==> config.mk <==
export PLATFORM = sky130hd
export DESIGN_NAME = regfile_mp
export DESIGN_NICKNAME = d
export VERILOG_FILES = /design/src/rtl/regfile_mp.sv
export SDC_FILE = /design/constraint.sdc
export NUM_CORES = 2
export LEC_CHECK = 0
export ABC_AREA = 1
export BUFFER_PORTS_ARGS = -buffer_cell sky130_fd_sc_hd__buf_2
export CAP_MARGIN = 10
export CELL_PAD_IN_SITES_DETAIL_PLACEMENT = 1
export CELL_PAD_IN_SITES_GLOBAL_PLACEMENT = 2
export CORE_ASPECT_RATIO = 1.1
export CORE_MARGIN = 10
export CORE_UTILIZATION = 41
export CTS_CLUSTER_SIZE = 25
export DETAILED_ROUTE_END_ITERATION = 16
export PLACE_DENSITY = 0.86
export RECOVER_POWER = 100
export SLEW_MARGIN = 20
export SYNTH_ARGS = -nofsm -noshare
export SYNTH_HDL_FRONTEND = slang
export SYNTH_SLANG_ARGS = --single-unit
==> constraint.sdc <==
create_clock -name Clk -period 4.3 [get_ports Clk]
set_input_delay 0.43 -clock Clk [delete_from_list [all_inputs] [get_ports Clk]]
set_output_delay 0.43 -clock Clk [all_outputs]
set_load 0.1 [all_outputs]
==> src/rtl/regfile_mp.sv <==
// regfile_mp: multi-read-port register file with a per-register busy scoreboard.
// After reset a CLEAR sweep zeroes every register before Ready rises and traffic is accepted.
module regfile_mp #(
    parameter int DATA_W = 32,
    parameter int ADDR_W = 5,
    parameter int NUM_RD = 2
) (
    input  logic                     Clk,
    input  logic                     Rst,
    input  logic [NUM_RD-1:0]        RdEn,
    input  logic [NUM_RD*ADDR_W-1:0] RdAddr,
    output logic [NUM_RD*DATA_W-1:0] RdData,
    output logic [NUM_RD-1:0]        RdBusy,
    input  logic                     WrEn,
    input  logic [ADDR_W-1:0]        WrAddr,
    input  logic [DATA_W-1:0]        WrData,
    input  logic                     Alloc,
    input  logic [ADDR_W-1:0]        AllocAddr,
    output logic                     Ready
);

    localparam int                DEPTH     = 2**ADDR_W;
    localparam logic [ADDR_W-1:0] ZERO_ADDR = {ADDR_W{1'b0}};
    localparam logic [ADDR_W-1:0] ONE_ADDR  = ADDR_W'(1);
    localparam logic [ADDR_W-1:0] LAST_IDX  = ADDR_W'(DEPTH - 1);
    localparam logic [DATA_W-1:0] ZERO_DATA = {DATA_W{1'b0}};

    typedef enum logic [0:0] {
        ST_CLEAR = 1'b0,
        ST_RUN   = 1'b1
    } state_e;

    state_e                   state_q, state_d;
    logic [ADDR_W-1:0]        cnt_q, cnt_d;
    logic                     ready_q, ready_d;
    logic [DATA_W-1:0]        mem_q [DEPTH];
    logic [DEPTH-1:0]         busy_q, busy_d;
    logic [NUM_RD*DATA_W-1:0] rd_data_q, rd_data_d;
    logic [NUM_RD-1:0]        rd_busy_q, rd_busy_d;

    logic                     run_s;
    logic                     wr_fire_s;
    logic                     alloc_fire_s;
    logic                     mem_we_s;
    logic [ADDR_W-1:0]        mem_waddr_s;
    logic [DATA_W-1:0]        mem_wdata_s;

    // Writes and allocs only take effect in RUN; register 0 is never written or marked busy.
    assign run_s        = (state_q == ST_RUN);
    assign wr_fire_s    = run_s & WrEn & (WrAddr != ZERO_ADDR);
    assign alloc_fire_s = run_s & Alloc & (AllocAddr != ZERO_ADDR);

    // Next-state logic of the clear sweep and the Ready flag.
    always_comb begin
        state_d = state_q;
        cnt_d   = cnt_q;
        ready_d = ready_q;
        case (state_q)
            ST_CLEAR: begin
                cnt_d = cnt_q + ONE_ADDR;
                if (cnt_q == LAST_IDX) begin
                    state_d = ST_RUN;
                    ready_d = 1'b1;
                end else begin
                    state_d = ST_CLEAR;
                    ready_d = 1'b0;
                end
            end
            ST_RUN: begin
                state_d = ST_RUN;
                ready_d = 1'b1;
            end
            default: begin
                state_d = ST_CLEAR;
                cnt_d   = ZERO_ADDR;
                ready_d = 1'b0;
            end
        endcase
    end

    // Busy table update: a same-cycle alloc overrides the write-back clear.
    always_comb begin
        busy_d = busy_q;
        for (int i = 0; i < DEPTH; i++) begin
            if (alloc_fire_s && (AllocAddr == ADDR_W'(i))) begin
                busy_d[i] = 1'b1;
            end else if (wr_fire_s && (WrAddr == ADDR_W'(i))) begin
                busy_d[i] = 1'b0;
            end else begin
                busy_d[i] = busy_q[i];
            end
        end
    end

    // Single array write port shared by the clear sweep and the write-back.
    always_comb begin
        mem_we_s    = 1'b0;
        mem_waddr_s = ZERO_ADDR;
        mem_wdata_s = ZERO_DATA;
        if (Rst) begin
            mem_we_s = 1'b0;
        end else if (state_q == ST_CLEAR) begin
            mem_we_s    = 1'b1;
            mem_waddr_s = cnt_q;
        end else if (wr_fire_s) begin
            mem_we_s    = 1'b1;
            mem_waddr_s = WrAddr;
            mem_wdata_s = WrData;
        end else begin
            mem_we_s = 1'b0;
        end
    end

    // Read ports: write-first bypass, hard-wired zero register, busy seen after this edge.
    always_comb begin
        logic [ADDR_W-1:0] addr_v;
        rd_data_d = rd_data_q;
        rd_busy_d = rd_busy_q;
        addr_v    = ZERO_ADDR;
        for (int p = 0; p < NUM_RD; p++) begin
            addr_v = RdAddr[p*ADDR_W +: ADDR_W];
            if (!run_s) begin
                rd_data_d[p*DATA_W +: DATA_W] = ZERO_DATA;
                rd_busy_d[p]                  = 1'b0;
            end else if (!RdEn[p]) begin
                rd_data_d[p*DATA_W +: DATA_W] = rd_data_q[p*DATA_W +: DATA_W];
                rd_busy_d[p]                  = rd_busy_q[p];
            end else if (addr_v == ZERO_ADDR) begin
                rd_data_d[p*DATA_W +: DATA_W] = ZERO_DATA;
                rd_busy_d[p]                  = 1'b0;
            end else if (wr_fire_s && (WrAddr == addr_v)) begin
                rd_data_d[p*DATA_W +: DATA_W] = WrData;
                rd_busy_d[p]                  = busy_d[addr_v];
            end else begin
                rd_data_d[p*DATA_W +: DATA_W] = mem_q[addr_v];
                rd_busy_d[p]                  = busy_d[addr_v];
            end
        end
    end

    // Control, scoreboard and output registers with synchronous reset.
    always_ff @(posedge Clk) begin
        if (Rst) begin
            state_q   <= ST_CLEAR;
            cnt_q     <= ZERO_ADDR;
            ready_q   <= 1'b0;
            busy_q    <= {DEPTH{1'b0}};
            rd_data_q <= {(NUM_RD*DATA_W){1'b0}};
            rd_busy_q <= {NUM_RD{1'b0}};
        end else begin
            state_q   <= state_d;
            cnt_q     <= cnt_d;
            ready_q   <= ready_d;
            busy_q    <= busy_d;
            rd_data_q <= rd_data_d;
            rd_busy_q <= rd_busy_d;
        end
    end

    // Register array storage; contents are defined by the clear sweep, not by reset.
    always_ff @(posedge Clk) begin
        if (mem_we_s) begin
            mem_q[mem_waddr_s] <= mem_wdata_s;
        end
    end

    assign RdData = rd_data_q;
    assign RdBusy = rd_busy_q;
    assign Ready  = ready_q;

endmodule

==> metrics.txt <==
# TYPE chip_impl_metric gauge
chip_impl_metric{name="drt_wl_total",unit="um"} 227000
chip_impl_metric{name="sequential_cell_area_fraction_in_the_yosys_report",unit="%"} 58.5
chip_impl_info{name="crit_path_cell_trace",value="buf_4 -> nand2_1 -> inv_1 -> nand2_1 -> nand2_1 -> nand2_1 -> clkbuf_1 -> clkbuf_1 -> nor2_1 -> clkbuf_2"} 1
chip_impl_metric{name="critical_path.n_buffers_inverters",unit=""} 5
chip_impl_metric{name="postSynthRegisterBits",unit=""} 1128
chip_impl_metric{name="ctsResizeCount",unit=""} 0
chip_impl_metric{name="share_of_the_synthesized_area_in_compound_gates_ao_oa_aoi_oai",unit="%"} 16.7
chip_impl_metric{name="max_cap_viol_count",unit=""} 6
chip_impl_metric{name="layout_worst_path_cycle_share",unit="%"} 90.4
chip_impl_metric{name="met1_demand_to_capacity_share_in_global_routing",unit="%"} 38.7
chip_impl_info{name="critical_path.startpoint_type",value="register"} 1
chip_impl_metric{name="cts.clk_slew.worst_paths",unit="ns"} 0.06
chip_impl_info{name="critical_path.reg2reg.endpoint",value="mem_q[12][4]"} 1
chip_impl_metric{name="power_density",unit="nW/um^2"} 393
chip_impl_info{name="clock-root-buffer",value="sky130_fd_sc_hd__clkbuf_16"} 1
chip_impl_metric{name="fin_setup_tns",unit="ns"} 0
chip_impl_metric{name="grt_pass1_vias",unit=""} 48500
chip_impl_metric{name="post-synth-top-area-fraction",unit="%"} 54.8
chip_impl_metric{name="die_w",unit="um"} 373
chip_impl_info{name="main_combinational_cell_family_by_area_after_synthesis",value="compound AO/OA/AOI/OAI gates"} 1
chip_impl_metric{name="synth.avg_cell_area",unit="um^2"} 9.48
chip_impl_metric{name="finalHoldViolCount",unit=""} 0
chip_impl_metric{name="ys_warn_count",unit=""} 0
chip_impl_info{name="synth_area_leader_cell",value="sky130_fd_sc_hd__edfxtp_1"} 1
chip_impl_info{name="worst_setup_path_startpoint",value="Ready"} 1
chip_impl_metric{name="final-setup-viol-count",unit=""} 0
chip_impl_info{name="tritoncts",value="done"} 1
chip_impl_info{name="rr_startpoint",value="Ready"} 1
chip_impl_metric{name="hold-worst-slack",unit="ns"} 0.0325
chip_impl_metric{name="wl_per_cell",unit="um"} 29.2
chip_impl_metric{name="design_power_total",unit="mW"} 24.4
chip_impl_info{name="failing_checks",value="capacitance limit, slew limit"} 1
chip_impl_metric{name="grt_max_degree",unit=""} 147
chip_impl_metric{name="regArea",unit="um^2"} 32800
chip_impl_metric{name="groute.layer.met2.usage",unit="%"} 44.4
chip_impl_metric{name="drt_iter0_drc",unit=""} 5826
chip_impl_metric{name="timing.final.crit_period",unit="ns"} 3.89
chip_impl_metric{name="post-route-util",unit="%"} 45.7
chip_impl_info{name="synth.cells.most_frequent",value="sky130_fd_sc_hd__nand2_1, sky130_fd_sc_hd__edfxtp_1, sky130_fd_sc_hd__nand3_1"} 1
chip_impl_metric{name="synth_fa_ha_area_share",unit="%"} 0.0446
chip_impl_metric{name="placement.io_buffers",unit=""} 124
chip_impl_info{name="synth_flop_cell",value="sky130_fd_sc_hd__edfxtp_1"} 1
chip_impl_metric{name="ys_async_sr_fraction",unit="%"} 0
chip_impl_metric{name="floorplan.rows",unit=""} 142
chip_impl_info{name="synth.most_common_cell",value="sky130_fd_sc_hd__nand2_1"} 1
chip_impl_metric{name="synth-simple-area-share",unit="%"} 16.5
chip_impl_metric{name="finalWeightedCongestion",unit=""} 0.895
chip_impl_info{name="cp-endpoint",value="mem_q[12][4]"} 1
chip_impl_metric{name="worstRegToRegCells",unit=""} 10
chip_impl_metric{name="layout-area-overhead-vs-synth",unit="%"} 10.8
chip_impl_metric{name="slew_headroom",unit="%"} -14.3
chip_impl_metric{name="timing.clock.skew",unit="ns"} 0.0338
chip_impl_metric{name="synth-xor-area-share",unit="%"} 0.140
chip_impl_metric{name="route.detailed.drc",unit=""} 0
chip_impl_metric{name="achievable-frequency",unit="MHz"} 257
chip_impl_metric{name="cts_buffer_count",unit=""} 118
chip_impl_metric{name="number_of_antenna_violations_at_the_first_check_in_global_routing",unit=""} 5
chip_impl_metric{name="path_depth",unit=""} 10
chip_impl_metric{name="initial_core_util",unit="%"} 41.2
chip_impl_metric{name="grt_first_pass_wirelength",unit="um"} 330000
chip_impl_metric{name="timing.critical_path.arrival",unit="ns"} 4.25
chip_impl_metric{name="globalRouteTotalUtil",unit="%"} 28.6
chip_impl_metric{name="ir_drop",unit="mV"} 0.295
chip_impl_metric{name="leakage",unit="nW"} 22.3
chip_impl_metric{name="fillers",unit=""} 15300
chip_impl_info{name="synthTopCellsByArea",value="sky130_fd_sc_hd__edfxtp_1, sky130_fd_sc_hd__nand2_1, sky130_fd_sc_hd__nand3_1"} 1
chip_impl_metric{name="cpPeakStageDelay",unit="ns"} 0.87
chip_impl_metric{name="clkSinkCount",unit=""} 1128
chip_impl_info{name="crit_slowest_cell",value="sky130_fd_sc_hd__nand2_1"} 1
chip_impl_info{name="critical-path-top-cell-by-count",value="sky130_fd_sc_hd__nand2_1"} 1
chip_impl_info{name="critPathKind",value="reg -> reg"} 1
chip_impl_metric{name="via_count",unit=""} 48600
chip_impl_info{name="critical-path-top-delay-family",value="buffers and inverters"} 1
chip_impl_metric{name="ios",unit=""} 125
chip_impl_metric{name="crit_required",unit="ns"} 4.66
chip_impl_metric{name="r2r_slack",unit="ns"} 0.41
chip_impl_info{name="unrepaired_setup_endpoints_after_global_routing",value="no"} 1
chip_impl_metric{name="depth_of_the_cts_h_tree",unit=""} 3
chip_impl_metric{name="syn_nets",unit=""} 5981
chip_impl_metric{name="synth_area",unit="um^2"} 56100
chip_impl_metric{name="multi_input_area",unit="um^2"} 18900
chip_impl_metric{name="post_synth_mux_area_share",unit="%"} 0
chip_impl_metric{name="detail-route-antenna-nets",unit=""} 0
chip_impl_metric{name="holdBufCountCts",unit=""} 1
chip_impl_metric{name="drive_above_1_share",unit="%"} 7.24
chip_impl_info{name="grt_busiest_layer",value="met2"} 1
chip_impl_metric{name="grt_use_met3",unit="%"} 6.30
chip_impl_metric{name="die_h",unit="um"} 408
chip_impl_metric{name="grt_remaining_overflow",unit=""} 0
chip_impl_info{name="run_status",value="finished with violations"} 1
chip_impl_metric{name="timing_max_transition_violations_final",unit=""} 235
chip_impl_metric{name="edff_count_synth",unit=""} 1024
chip_impl_metric{name="finish.net_count",unit=""} 5925
chip_impl_metric{name="coreArea",unit="um^2"} 136000
chip_impl_info{name="critPathCaptureType",value="register"} 1
chip_impl_metric{name="clock_latency",unit="ns"} 0.76
chip_impl_metric{name="avgViaCountPerCell",unit=""} 6.25
chip_impl_info{name="hold_path_class",value="in -> reg"} 1
chip_impl_metric{name="cts.repair_timing.setup_buffer_count",unit=""} 0
chip_impl_metric{name="detailedPlacementHpwl",unit="um"} 137000
chip_impl_metric{name="max_slew.worst_pin.slew",unit="ns"} 1.71
chip_impl_metric{name="synth_cells",unit=""} 5921
chip_impl_metric{name="detailedRoute.firstPassIterationCount",unit=""} 5
chip_impl_metric{name="die_area",unit="um^2"} 152000
chip_impl_metric{name="clock_tree.buffer_depth",unit=""} 3
chip_impl_metric{name="yosys.cell_types.count",unit=""} 33
chip_impl_metric{name="critical_path_peak_fanout",unit=""} 32
power breakdown:
| part | switching, mW | internal, mW |
|---|---|---|
| Clock | 4.47 | 5.78 |
| Sequential | 0.0281 | 11.9 |
| Combinational | 1.72 | 0.568 |
state kept, by name (all words and copies together), names as in the netlist:
signal,count
busy_q,32
mem_q,1024
Ready,1
RdBusy,2
cnt_q,5
RdData,64
layout make-up:
type | count | share of cell area (%)
Tap cell | 1800 | 3.62
Antenna cell | 5 | 0.0201
Sequential cell | 1128 | 52.8
Inverter | 581 | 3.53
Clock buffer | 165 | 5.23
Multi-Input combinational cell | 3743 | 30.4
Timing Repair Buffer | 293 | 3.54
Clock inverter | 53 | 0.805
logic make-up (layout without fill, tap and decap cells):
logic type / count (synthesis) / count (layout)
DFF: 1128 / 1128
adders and majority gates: 2 / 2
and+or+nand+nor: 2196 / 2196
AOI/OAI and AO/OA: 1536 / 1536
buffers and inverters: 1050 / 1092
xor gates and xnor gates: 9 / 9
other: 0 / 5
per-layer routing:
metal	part of all wire, %	wire (um)	vias up
li1	-	-	21000
met1	41	92500	24500
met2	45	102000	2558
met3	10	23600	506
met4	4.0	9170	2
met5	0.0057	13	-
through the flow:
step	worst slack [ns]	instance area (um^2)	std cells
2_1_floorplan	0.288	56100	5921
5_1_grt	0.269	62200	7763
4_1_cts	0.767	62600	7763
3_5_place_dp	0.740	58900	7544
3_3_place_gp	0.895	58900	7544
6_report	0.414	62200	7768
layout by cell type (no fill, tap or decap), types with 7 or more instances in the layout:
| master | synthesis | final |
|---|---|---|
| sky130_fd_sc_hd__edfxtp_1 | 1024 | 1024 |
| sky130_fd_sc_hd__bufinv_16 | 0 | 9 |
| sky130_fd_sc_hd__nor2_4 | 4 | 24 |
| sky130_fd_sc_hd__o221ai_1 | 8 | 8 |
| sky130_fd_sc_hd__buf_2 | 194 | 49 |
| sky130_fd_sc_hd__buf_4 | 53 | 77 |
| sky130_fd_sc_hd__o211ai_1 | 298 | 298 |
| sky130_fd_sc_hd__nand4_1 | 8 | 8 |
| sky130_fd_sc_hd__inv_1 | 571 | 568 |
| sky130_fd_sc_hd__clkbuf_8 | 0 | 7 |
| sky130_fd_sc_hd__o2111ai_1 | 248 | 248 |
| sky130_fd_sc_hd__nor2_2 | 3 | 9 |
| sky130_fd_sc_hd__clkinv_1 | 4 | 20 |
| sky130_fd_sc_hd__a21oi_1 | 414 | 414 |
| sky130_fd_sc_hd__dfxtp_1 | 104 | 104 |
| sky130_fd_sc_hd__o21ai_0 | 487 | 538 |
| sky130_fd_sc_hd__clkbuf_16 | 0 | 120 |
| sky130_fd_sc_hd__o21ai_1 | 80 | 29 |
| sky130_fd_sc_hd__nand3_1 | 740 | 740 |
| sky130_fd_sc_hd__nand2_1 | 1061 | 1066 |
| sky130_fd_sc_hd__xor2_1 | 9 | 9 |
| sky130_fd_sc_hd__clkbuf_2 | 0 | 46 |
| sky130_fd_sc_hd__nor2_1 | 366 | 340 |
| sky130_fd_sc_hd__buf_12 | 1 | 38 |
| sky130_fd_sc_hd__clkinv_2 | 1 | 19 |
| sky130_fd_sc_hd__clkbuf_1 | 174 | 108 |
worst min path at each step:
stage                          start         end  slack, ns  cells past startpoint
final                     WrData[20]  RdData[52]       0.03                      3
after global routing       WrData[8]   RdData[8]       0.08                      3
after CTS                 WrData[20]  RdData[52]      0.005                      3
after detailed placement   busy_q[0]   busy_q[0]       0.43                      2
after global placement     busy_q[0]   busy_q[0]       0.43                      2
after floorplan            busy_q[0]   busy_q[0]       0.42                      2
worst reg2reg max path, stage by stage (launching register included):
cell	delay [ns]
sky130_fd_sc_hd__dfxtp_1	0.33
sky130_fd_sc_hd__buf_4	0.21
sky130_fd_sc_hd__nand2_1	0.10
sky130_fd_sc_hd__inv_1	0.10
sky130_fd_sc_hd__nand2_1	0.13
sky130_fd_sc_hd__nand2_1	0.09
sky130_fd_sc_hd__nand2_1	0.87
sky130_fd_sc_hd__clkbuf_1	0.63
sky130_fd_sc_hd__clkbuf_1	0.50
sky130_fd_sc_hd__nor2_1	0.08
sky130_fd_sc_hd__clkbuf_2	0.42
Note: power is estimated with default switching activity, not from simulation.
